===== src/rtl/dica_pkg.sv =====
// Shared types and constants for the DMEM dirty-block tracker.
// Holds the FSM state enum, default geometry constants and block-index helpers.
package dica_pkg;

    typedef enum logic [1:0] {
        IDLE  = 2'd0,
        ARMED = 2'd1,
        SCAN  = 2'd2
    } state_t;

    localparam int DMEM_SIZE_D = 2048;
    localparam int BLK_SIZE_D  = 128;

    // Index width never collapses to zero, even for a single block.
    function automatic int idx_width(input int n);
        return (n > 1) ? $clog2(n) : 1;
    endfunction

    localparam int NBLK   = DMEM_SIZE_D / BLK_SIZE_D;
    localparam int IDX_W  = idx_width(NBLK);
    localparam int BLK_SH = $clog2(BLK_SIZE_D);

    // Block number of a byte address relative to the DMEM base.
    function automatic logic [15:0] blk_idx(
        input logic [15:0] addr,
        input logic [15:0] base,
        input int          sh
    );
        logic [15:0] off;
        off = addr - base;
        return off >> sh;
    endfunction

endpackage


===== src/rtl/dica_ffs.sv =====
// Find-first-set over N bits: valid=|vec, idx=lowest set bit position.
// Ports: vec (in, N), valid (out, 1), idx (out, IW; 0 when vec is empty).
module dica_ffs #(
    parameter int N  = 16,
    parameter int IW = 4
) (
    input  logic [N-1:0]  vec,
    output logic          valid,
    output logic [IW-1:0] idx
);

    always_comb begin
        idx = '0;
        // Scan downward so the lowest set bit is written last.
        for (int i = N - 1; i >= 0; i--) begin
            if (vec[i]) idx = IW'(i);
        end
    end

    assign valid = |vec;

endmodule


===== src/rtl/dirty_block_tracker.sv =====
// Dirty-block tracker and checkpoint sequencer for openMSP430 DMEM.
// Optional dead-stack filtering is enabled by defining DICA_STACK_FILTER_EN.
// Ports: clk, reset_n (sync, active-high), data_addr/data_wr (write snoop),
//   sp, lambda, v_supply (threshold inputs), ckpt_ack, scan_req, scan_pop,
//   irq_chkpnt, scan_valid, scan_idx, scan_done, dirty_cnt, dirty_tbl.
module dirty_block_tracker
    import dica_pkg::*;
#(
    parameter logic [15:0] DMEM_BASE = 16'h0200,
    parameter int          DMEM_SIZE = DMEM_SIZE_D,
    parameter int          BLK_SIZE  = BLK_SIZE_D,
    parameter logic [15:0] SP_LIM    = 16'h0600,
    parameter int          LAMBDA_W  = 16,
    parameter int          V_W       = 32,
    localparam int NB = DMEM_SIZE / BLK_SIZE,
    localparam int IW = idx_width(NB),
    localparam int SH = $clog2(BLK_SIZE)
) (
    input  logic                clk,
    input  logic                reset_n,
    input  logic [15:0]         data_addr,
    input  logic                data_wr,
    input  logic [15:0]         sp,
    input  logic [LAMBDA_W-1:0] lambda,
    input  logic [V_W-1:0]      v_supply,
    input  logic                ckpt_ack,
    input  logic                scan_req,
    input  logic                scan_pop,
    output logic                irq_chkpnt,
    output logic                scan_valid,
    output logic [IW-1:0]       scan_idx,
    output logic                scan_done,
    output logic [IW:0]         dirty_cnt,
    output logic [NB-1:0]       dirty_tbl
);

    localparam int TW = LAMBDA_W + IW + 1;
    localparam int CW = (TW > V_W) ? TW : V_W;

    state_t        state;
    state_t        state_nxt;
    logic [NB-1:0] set_mask;
    logic [NB-1:0] pop_mask;
    logic [NB-1:0] filt_mask;
    logic [NB-1:0] tbl_nxt;
    logic [IW:0]   cnt_nxt;
    logic          ffs_valid;
    logic [IW-1:0] ffs_idx;
    logic [16:0]   wr_off;
    logic          wr_hit;
    logic [IW-1:0] wr_blk;
    logic [TW-1:0] v_th;
    logic          thr_hit;

    // 17-bit offset keeps the upper range bound free of 16-bit wrap.
    assign wr_off = {1'b0, data_addr} - {1'b0, DMEM_BASE};
    assign wr_hit = data_wr
                  && (data_addr >= DMEM_BASE)
                  && (wr_off < 17'(DMEM_SIZE));
    assign wr_blk = IW'(blk_idx(data_addr, DMEM_BASE, SH));

`ifdef DICA_STACK_FILTER_EN
    localparam int LIM_BLK = int'(blk_idx(SP_LIM, DMEM_BASE, SH));

    logic [16:0] sp_off;
    logic        sp_in;
    int          sp_blk;

    assign sp_off = {1'b0, sp} - {1'b0, DMEM_BASE};
    assign sp_in  = (sp >= DMEM_BASE) && (sp_off < 17'(DMEM_SIZE));
    assign sp_blk = int'(blk_idx(sp, DMEM_BASE, SH));

    // Blocks strictly between the stack limit and the live SP are dead.
    always_comb begin
        filt_mask = '0;
        for (int b = 0; b < NB; b++) begin
            if (sp_in && (b > LIM_BLK) && (b < sp_blk))
                filt_mask[b] = 1'b1;
        end
    end
`else
    logic sp_unused;
    assign sp_unused = ^sp;
    assign filt_mask = '0;
`endif

    always_comb begin
        set_mask = '0;
        pop_mask = '0;
        if (wr_hit)
            set_mask[wr_blk] = 1'b1;
        if (scan_valid && scan_pop)
            pop_mask[ffs_idx] = 1'b1;
    end

    // Set is applied last so a same-cycle write beats pop and filter.
    assign tbl_nxt = (dirty_tbl & ~pop_mask & ~filt_mask) | set_mask;

    always_comb begin
        cnt_nxt = '0;
        for (int b = 0; b < NB; b++) begin
            cnt_nxt = cnt_nxt + {{IW{1'b0}}, dirty_tbl[b]};
        end
    end

    always_ff @(posedge clk) begin
        if (reset_n) begin
            dirty_tbl <= '0;
            dirty_cnt <= '0;
        end else begin
            dirty_tbl <= tbl_nxt;
            dirty_cnt <= cnt_nxt;
        end
    end

    dica_ffs #(
        .N  (NB),
        .IW (IW)
    ) u_ffs (
        .vec   (dirty_tbl),
        .valid (ffs_valid),
        .idx   (ffs_idx)
    );

    assign v_th    = TW'(lambda) * TW'(dirty_cnt);
    assign thr_hit = (CW'(v_supply) <= CW'(v_th))
                   && (dirty_cnt != '0);

    always_ff @(posedge clk) begin
        if (reset_n)
            state <= IDLE;
        else
            state <= state_nxt;
    end

    always_comb begin
        state_nxt = state;
        unique case (state)
            IDLE: begin
                if (thr_hit)
                    state_nxt = ARMED;
                else if (scan_req)
                    state_nxt = SCAN;
            end
            ARMED: begin
                if (ckpt_ack)
                    state_nxt = SCAN;
            end
            SCAN: begin
                if (!ffs_valid)
                    state_nxt = IDLE;
            end
            default: state_nxt = IDLE;
        endcase
    end

    always_comb begin
        irq_chkpnt = (state == ARMED);
        scan_valid = 1'b0;
        scan_idx   = '0;
        scan_done  = 1'b0;
        if (state == SCAN) begin
            scan_valid = ffs_valid;
            scan_idx   = ffs_idx;
            scan_done  = !ffs_valid;
        end
    end

endmodule


===== config.mk =====
export PLATFORM = sky130hd
export DESIGN_NAME = dirty_block_tracker
export DESIGN_NICKNAME = d
export VERILOG_FILES = /design/src/rtl/dica_pkg.sv /design/src/rtl/dica_ffs.sv /design/src/rtl/dirty_block_tracker.sv
export SDC_FILE = /design/constraint.sdc
export NUM_CORES = 1
export LEC_CHECK = 0
export ABC_CLOCK_PERIOD_IN_PS = 6700
export BUFFER_PORTS_ARGS = -buffer_cell sky130_fd_sc_hd__buf_2
export CORE_ASPECT_RATIO = 0.9
export CORE_MARGIN = 3
export CORE_UTILIZATION = 40
export CTS_CLUSTER_SIZE = 16
export DETAILED_ROUTE_END_ITERATION = 8
export MAX_ROUTING_LAYER = met4
export SYNTH_ARGS = -nofsm -noshare
export SYNTH_HDL_FRONTEND = slang
export SYNTH_SLANG_ARGS = --single-unit

===== constraint.sdc =====
create_clock -name clk -period 6.7 [get_ports clk]
set_input_delay 1.34 -clock clk [delete_from_list [all_inputs] [get_ports clk]]
set_output_delay 1.34 -clock clk [all_outputs]
set_load 0.01 [all_outputs]

Word level (Yosys, flattened, before mapping):

Index checks and enable logic that the tools add are counted.

* add/subtract/negate cells: 17
* $mul: 1
* div/mod/pow operators: 0
* $lt $le $gt $ge: 7
* eq/ne operators: 5
* shift operators: 0
* mux-type cells: 30
* bitwise operators: 3
* reductions and logical operators: 11

Operators with widths (number)
* 4-bit 2-to-1 mux: 17
* 5-bit by 1-bit adder with 5-bit output: 11
* 32-bit by 21-bit less-or-equal comparator with 1-bit output: 1
* 16-bit 2-to-1 mux: 2
* 16-bit by 5-bit multiplier with 21-bit output: 1
* 17-bit by 12-bit < comparator with 1-bit output (second input constant): 1
* 16-bit by 10-bit subtractor with 17-bit output (second input constant): 1
* 16-bit AND: 1
* 16-bit by 10-bit >= comparator with 1-bit output (second input constant): 1
* 16-bit inverter: 1
* 16-bit bitwise OR: 1
* 16-bit OR reduction: 1
* 11-bit by 10-bit subtractor with 11-bit output (second input constant): 1
* 4-bit by 5-bit < comparator with 1-bit output (second input constant): 2
* 1-bit demux with 4-bit select: 2
* 4-bit by 1-bit >= comparator with 1-bit output (second input constant): 2
* 2-bit 2-to-1 mux: 4
* 1-bit logical AND: 6
* 2-bit case mux with 3 select lines: 1
* 4-bit by 1-bit adder with 5-bit output: 1
* 5-bit nonzero test: 1
* 3-bit by 1-bit adder with 4-bit output: 1
* 1-bit 2-to-1 mux: 4
* 2-bit inequality test (second input constant): 2
* 8 further kinds: 8

* register bits after elaboration: 23
* latch bits: 0
* memory bits (writable): 0
* bits in read-only memories: 0
* output and inout port bits: 28
* memories kept: 0

Depth between registers and ports, before layout:

Gate-level depths: netlist of the first run.

* depth after elaboration: 24
* mapped depth: 24
* depth with buffers taken out: 23

Cells and area by module:

Synthesis of the first run repeated with hierarchy kept, for this count alone.

* cells, all modules: 535
* area total of the unflattened synthesis: 4404.2 sq um

Modules (own cells, without submodules)
* dirty_block_tracker: instances 1, cells each 501, area an instance 4227.8 sq um, sequential area each 460.4 sq um
* dica_ffs: instances 1, cells each 34, area an instance 176.4 sq um, sequential area each 0.0 sq um

Worst setup path after synthesis of the first run:

Ideal clock, no wire load.

* path type: in2reg
* start: input port lambda[1]
* end: register state[0]
* arrival time: 5.721 ns
* slack: 0.901 ns
* stages on the path: 22
* path buffers: 0
* cell sequence: and2_1 -> fa_1 -> fa_1 -> inv_1 -> fa_1 -> inv_1 -> ha_1 -> o21a_1 -> o31a_1 -> o2111ai_1 -> nand2_1 -> a21o_1 -> a21oi_1 -> xor2_1 -> ha_1 -> nand3_1 -> nor3_1 -> nand2_1 -> o31ai_1 -> nand2_1 -> o31a_1 -> nor3_1

* longest elaborated chain between the ends: 5
* elaborated cells on any way between the ends: 7

RTL lines
* start, declared: RTL line dirty_block_tracker.sv:24 `input logic [LAMBDA_W-1:0] lambda,`
* 16-bit by 5-bit multiplier with 21-bit output *: RTL line dirty_block_tracker.sv:125 `assign v_th = TW'(lambda) * TW'(dirty_cnt);`
* 32-bit by 21-bit less-or-equal comparator with 1-bit output *: RTL line dirty_block_tracker.sv:126 `assign thr_hit = (CW'(v_supply) <= CW'(v_th))`
* 1-bit logical AND *: RTL line dirty_block_tracker.sv:127 `&& (dirty_cnt != '0);`
* 3-bit inequality test (no source line) / 2-bit 2-to-1 mux (equally long branches)
* 3-bit AND reduction (no source line) / 2-bit case mux with 3 select lines (equally long branches)
* end signal, assigned: RTL line dirty_block_tracker.sv:133 `state <= state_nxt;`
* end, declared: RTL line dirty_block_tracker.sv:40 `state_t state;`

Mark *: on every way between the ends. The rest lies on a longest branch, timed or not.
A chain may end at the register's enable or synchronous reset.

Worst setup path in the final report of the first run:

* start: input port lambda[1]
* end: register state[1]

Same word-level chain as after synthesis.

==> run_results.csv, run 1 <==
group,metric,value,unit
setup_path,crit_top_cell,"fa_1",
run,drv_cap,0,
drt,antenna_left,0,
yosys,synth_top_area_cell,"fa_1",
yosys,yosys.area.top_type_share,23.50,%
final_layout,drive_gt1_share,17.70,%
yosys,ys_warn_count,0,
drt,num_vias,3958,
placement,dp_hpwl,9.241,mm
timing,max_slew_margin,47.73,%
clock_tree,cts.sink_count,23,
final_layout,nNetsFinal,805,
grt,grt_max_degree,24,
clock_tree,root_buffer,"clkbuf_16",
drt,dr.max_layer_used,"met4",
yosys,avgSynthCellArea,8.439,um^2
drt,first_pass_iters,4,
final_layout,multi_input_area,0.003724,mm^2
timing,finalCritPeriodShare,93.11,%
yosys,syn_area,0.004430,mm^2
final_layout,fillCellCount,1094,
placement,gp_congestion,0.8970,
drt,drt_iter0_drc,193,
grt,grt_pass1_vias,4117,
grt,antenna_found_initial,0,
timing,fmax,160.3,MHz
clock_tree,hold_buffers,0,
timing,hold-worst-slack,573.8,ps
timing,finalHoldViolCount,0,
timing,skew,2.628,ps
drt,avgViaCountPerCell,5.356,
clock_tree,clk_pin_slew_worst_paths,60,ps
setup_path,critPathSlowestCell,"fa_1",
timing,tightest_slew,782.3,ps
clock_tree,cts_tree,"done",
timing,finalCriticalPeriod,6239,ps
drt,wl_per_cell,14.80,um
clock_tree,cts_resized,0,
yosys,syn_inst,525,
drt,met1_length,5.190,mm
drt,route.met3.wl,395,um
drt,met2_length,5.209,mm
placement,dpl_worst_slack,72.82,ps
floorplan,fp.dieW,116.9,um
timing,timing.final.ws_setup,461.3,ps
setup_path,crit_path_start_kind,"input port",
run_status,status,"completed",
timing,drv_slew,0,
floorplan,die_y,105.8,um
power,p_per_area,63.81,mW/mm^2
setup_path,cp.required,6870,ps
min_path,hold_depth,2,
floorplan,rows,35,
min_path,hp-class,"flip-flop to flip-flop",
drt,routed_wl,10.94,mm
setup_path,ff2ff_path_depth,20,
power,leakage,2.618,nW
yosys,synth_seq_area_share,10.39,%
setup_path,arrival,6410,ps
yosys,synth_seq_cells,23,
clock_tree,cts_buffers,3,
setup_path,cp_max_fo,5,
yosys,synth_nets,719,
yosys,ys_top_cells_by_area,"fa_1, ha_1, dfxtp_1",
floorplan,coreArea,0.01051,mm^2
placement,numPortBuffers,90,
floorplan,die-area,0.01238,mm^2
yosys,synth_cell_types,51,
final_layout,final_common_cell,"buf_2",
setup_path,path_class,"input port to flip-flop",
clock_tree,htreeDepth,1,
timing,setup_viol,0,
final_layout,diodes,0,
grt,grt-ovfl-total,0,
final_layout,most-common-layout-cells,"buf_2, inv_1, and2_1",
setup_path,endpoint_kind,"flip-flop",
timing,tns,0,ps
floorplan,initial_core_util,42.15,%
final_layout,syn_to_final_growth,15.19,%
clock_tree,cts_setup_buffers,0,
floorplan,ios,114,
power,vdd_drop_max,0.09156,mV
grt,grt_pass1_wl,18.59,mm
timing,rsz0062_at_grt,"no",
setup_path,cpPeakStageDelay,540,ps
final_layout,regArea,460.4,um^2
clock_tree,clkLatencyLatePin,260,ps
drt,drcViolationCount,0,
grt,grt_usage,18.57,%
setup_path,crit_chain,"buf_2, and2_1, fa_1, fa_1, inv_1, fa_1, inv_1, ha_1, o21a_1, o31a_1, o2111ai_1, nand2_1, a21o_1, a21oi_1, xor2_1, ha_1, nand3_1, nor3_1, o21ai_0, a31oi_2, o21ai_0, a221oi_1",
clock_tree,cts_buffer_depth,2,
==> worst max-delay path: cells and delay by family <==
kind,cells,cell delay [ps]
and+or+nand+nor,4,660
AOI/OAI and AO/OA,9,1850
xor gates and xnor gates,1,90
buffers and inverters,3,210
adders and majority gates,5,2230
==> through the flow <==
stage | power (mW) | instance area, um^2 | instances | util [%]
CTS | 0.3295 | 5086 | 739 | 48.39
global route | 0.3428 | 5104 | 739 | 48.56
floorplan | 0.1651 | 4431 | 525 | -
detailed placement | 0.1975 | 5007 | 735 | 47.64
global placement | 0.1953 | 5007 | 735 | 47.64
finish | 0.3257 | 5104 | 739 | 48.56
==> per-layer routing <==
metal  up-vias  global-route usage, %
met2        90                  29.29
met3         8                  1.378
met5         -                      -
met4         0                  3.604
met1      1905                  26.31
li1       1955                      -
==> Yosys cell counts (all sizes together) <==
cell type   n
a21oi      43
o31ai       9
o22ai       1
nand3      14
o21bai      2
and2       58
o31a        3
nor4        6
o2111ai     2
a221oi      1
or3         4
a21o       10
or2         2
dfxtp      23
nand4b      1
inv        61
o21a        6
and3        2
o21ai      16
a22oi       2
nor3b       3
or4         2
nand2b      7
nand2      49
xnor2       3
a311oi      4
a211oi      3
o211ai      4
and2b       1
ha         56
a2bb2oi     1
nor2b      13
nand4       3
clkbuf      9
a31oi       5
a211o       1
nor3        6
a2111oi     1
fa         52
nor2       21
a41oi       1
xor2       14
==> state kept, by name, indices dropped and copies added (netlist names) <==
name / cells
dirty_tbl: 16
dirty_cnt: 5
state: 2
==> cell families after synthesis <==
group	Yosys count	share of synthesized area, %
xor+xnor	17	3.361
compound gates	115	16.52
simple gates	192	24.46
flops	23	10.39
fa+ha+maj	108	39.31
buf+inv	70	5.959
==> where the power goes <==
group	switching (mW)	total [mW]	internal [mW]
Combinational	0.0303	0.0559	0.0255
Sequential	0.00147	0.139	0.137
Clock	0.0498	0.131	0.0813
==> worst paths after layout <==
kind / end / slack (ps) / startpoint
worst max-delay path: state[1] / 460 / lambda[1]
worst min-delay path: dirty_tbl[8] / 570 / dirty_tbl[8]
worst min register to register: dirty_tbl[8] / 570 / dirty_tbl[8]
worst max register to register: state[1] / 910 / dirty_cnt[3]
==> final cells by class <==
cell class,count,area share (%)
flip-flops and latches,23,9.022
multi-input cells,432,72.96
well taps,129,3.163
repair buffers,90,8.826
clock buffers,4,1.544
inverters,61,4.486
Power figures use the tool's default switching activity.
==> run 2, diff against run 1 <==
==> constraint.sdc (replaced) <==
create_clock -name clk -period 6.7 [get_ports clk]
set_input_delay 0.335 -clock clk [delete_from_list [all_inputs] [get_ports clk]]
set_output_delay 0.335 -clock clk [all_outputs]
set_load 0.01 [all_outputs]
==> run 2 against run 1 <==
First-iteration DRC count decreased by 6.7%. Design area decreased by 0.32%. Clock power about the same. Via count about the same. Largest cell class unchanged. Core utilization decreased by 0.15 points. Critical path depth decreased by 1. Total power increased by 0.16%. Routed wire length decreased by 0.16%.
==> run_results.csv, run 2 (synthesized netlist as in run 1, its figures left out) <==
group,metric,value,unit
run_status,status,"completed",
final_layout,largest_reg_flops,16,
final_layout,nNetsFinal,805,
clock_tree,cts.sink_count,23,
drt,avgViaCountPerCell,5.360,
floorplan,die-area,0.01238,mm^2
drt,drcViolationCount,0,
final_layout,largest-register,"dirty_tbl",
timing,hold-worst-slack,369.5,ps
min_path,min_from,"ckpt_ack",
timing,rsz0062_at_grt,"no",
clock_tree,cts_setup_buffers,0,
placement,placed_area,0.005007,mm^2
floorplan,rows,35,
drt,drt_iter0_drc,180,
timing,tightest_slew,706.5,ps
grt,grt_max_degree,24,
setup_path,cp_max_fo,18,
setup_path,ff2ff_path_depth,21,
power,leakage,2.618,nW
final_layout,reg.largest.list,"dirty_tbl (16), dirty_cnt (5), state (2)",
final_layout,fillCellCount,1068,
timing,finalHoldViolCount,0,
timing,tns,0,ps
clock_tree,cts_tree,"done",
placement,place_inst,735,
setup_path,crit_path_start_kind,"flip-flop",
final_layout,multi_input_area,0.003706,mm^2
min_path,hp-class,"input port to flip-flop",
final_layout,most-common-layout-cells,"buf_2, inv_1, and2_1",
drt,num_vias,3961,
power,vdd_drop_max,0.08825,mV
power,power,0.3262,mW
grt,antenna_found_initial,0,
floorplan,fp.dieW,116.9,um
min_path,hold_depth,3,
setup_path,crit_start,"dirty_cnt[3]",
timing,skew,8.229,ps
final_layout,regArea,460.4,um^2
timing,timing.final.ws_setup,941.2,ps
placement,dpl_worst_slack,939.7,ps
setup_path,endpoint_kind,"flip-flop",
placement,dp_hpwl,9.260,mm
clock_tree,clk_pin_slew_worst_paths,70,ps
final_layout,syn_to_final_growth,14.83,%
timing,setup_viol,0,
setup_path,path_class,"flip-flop to flip-flop",
grt,grt_pass1_vias,4030,
floorplan,die_y,105.8,um
placement,numPortBuffers,90,
drt,routed_wl,10.92,mm
timing,fmax,173.6,MHz
final_layout,stdcell_area,0.005087,mm^2
final_layout,diodes,0,
timing,max_slew_margin,52.80,%
final_layout,drive_gt1_share,17.38,%
setup_path,cp.required,6880,ps
clock_tree,hold_buffers,0,
setup_path,r2r-start,"dirty_cnt[3]",
final_layout,final_cells,739,
timing,finalCritPeriodShare,85.95,%
final_layout,final_common_cell,"buf_2",
setup_path,arrival,5940,ps
floorplan,coreArea,0.01051,mm^2
grt,grt_usage,18.66,%
placement,gp_congestion,0.8830,
final_layout,fin_util,48.40,%
grt,grt_pass1_wl,18.64,mm
clock_tree,cts_buffers,3,
drt,wl_per_cell,14.77,um
drt,first_pass_iters,4,
floorplan,initial_core_util,42.15,%
timing,finalCriticalPeriod,5759,ps
power,p_per_area,64.12,mW/mm^2
clock_tree,clkLatencyLatePin,260,ps
clock_tree,htreeDepth,1,
clock_tree,cts_resized,0,
clock_tree,cts_buffer_depth,2,
floorplan,ios,114,
clock_tree,root_buffer,"clkbuf_16",
run,drv_cap,0,
timing,drv_slew,0,
grt,grt-ovfl-total,0,
drt,antenna_left,0,
run 2: cell count changes in the layout (fill, tap and decap cells not counted), sizes merged:
| cell | before | now |
|---|---|---|
| clkinv | 0 | 1 |
| clkbuf | 4 | 3 |
run 2: path summary, 6_finish.rpt:
path / slack (ps) / endpoint
min reg2reg: 580 / dirty_tbl[14]
max: 940 / state[0]
min: 370 / state[1]
max reg2reg: 940 / state[0]
run 2: critical path, cell delays in order (launching register included):
cell       delay (ps)
dfxtp_1           680
and2_1            240
fa_1              450
fa_1              550
inv_1              50
fa_1              530
inv_1              40
ha_1              350
a21o_1            200
a2bb2oi_1         310
o211ai_1          210
nor2b_1           210
a21oi_1           110
xnor2_1           130
ha_1              290
nand3_1           110
nor3_1            240
nand2_1           130
o31ai_1           330
nand2_1           120
o31a_1            260
nor3_1            130
run 2: final cells by class:
type | count | area share (%)
clock buffers | 3 | 1.476
multi-input cells | 432 | 72.85
repair buffers | 90 | 8.854
clock inverters | 1 | 0.09838
inverters | 61 | 4.501
flip-flops and latches | 23 | 9.051
well taps | 129 | 3.173
run 2: power by group:
group          internal, mW  switching (mW)  leakage [nW]
sequential            0.137         0.00150         0.185
clock                0.0804          0.0517        0.0409
combinational        0.0253          0.0301          2.39
total                 0.243          0.0833          2.62
run 2: metal layers:
| layer | up-vias | wire (um) | GRT usage (%) |
|---|---|---|---|
| li1 | 1958 | - | - |
| met1 | 1894 | 5212 | 26.81 |
| met2 | 95 | 5148 | 29.20 |
| met3 | 14 | 473 | 1.952 |
| met4 | 0 | 82 | 2.457 |
| met5 | - | 0 | - |
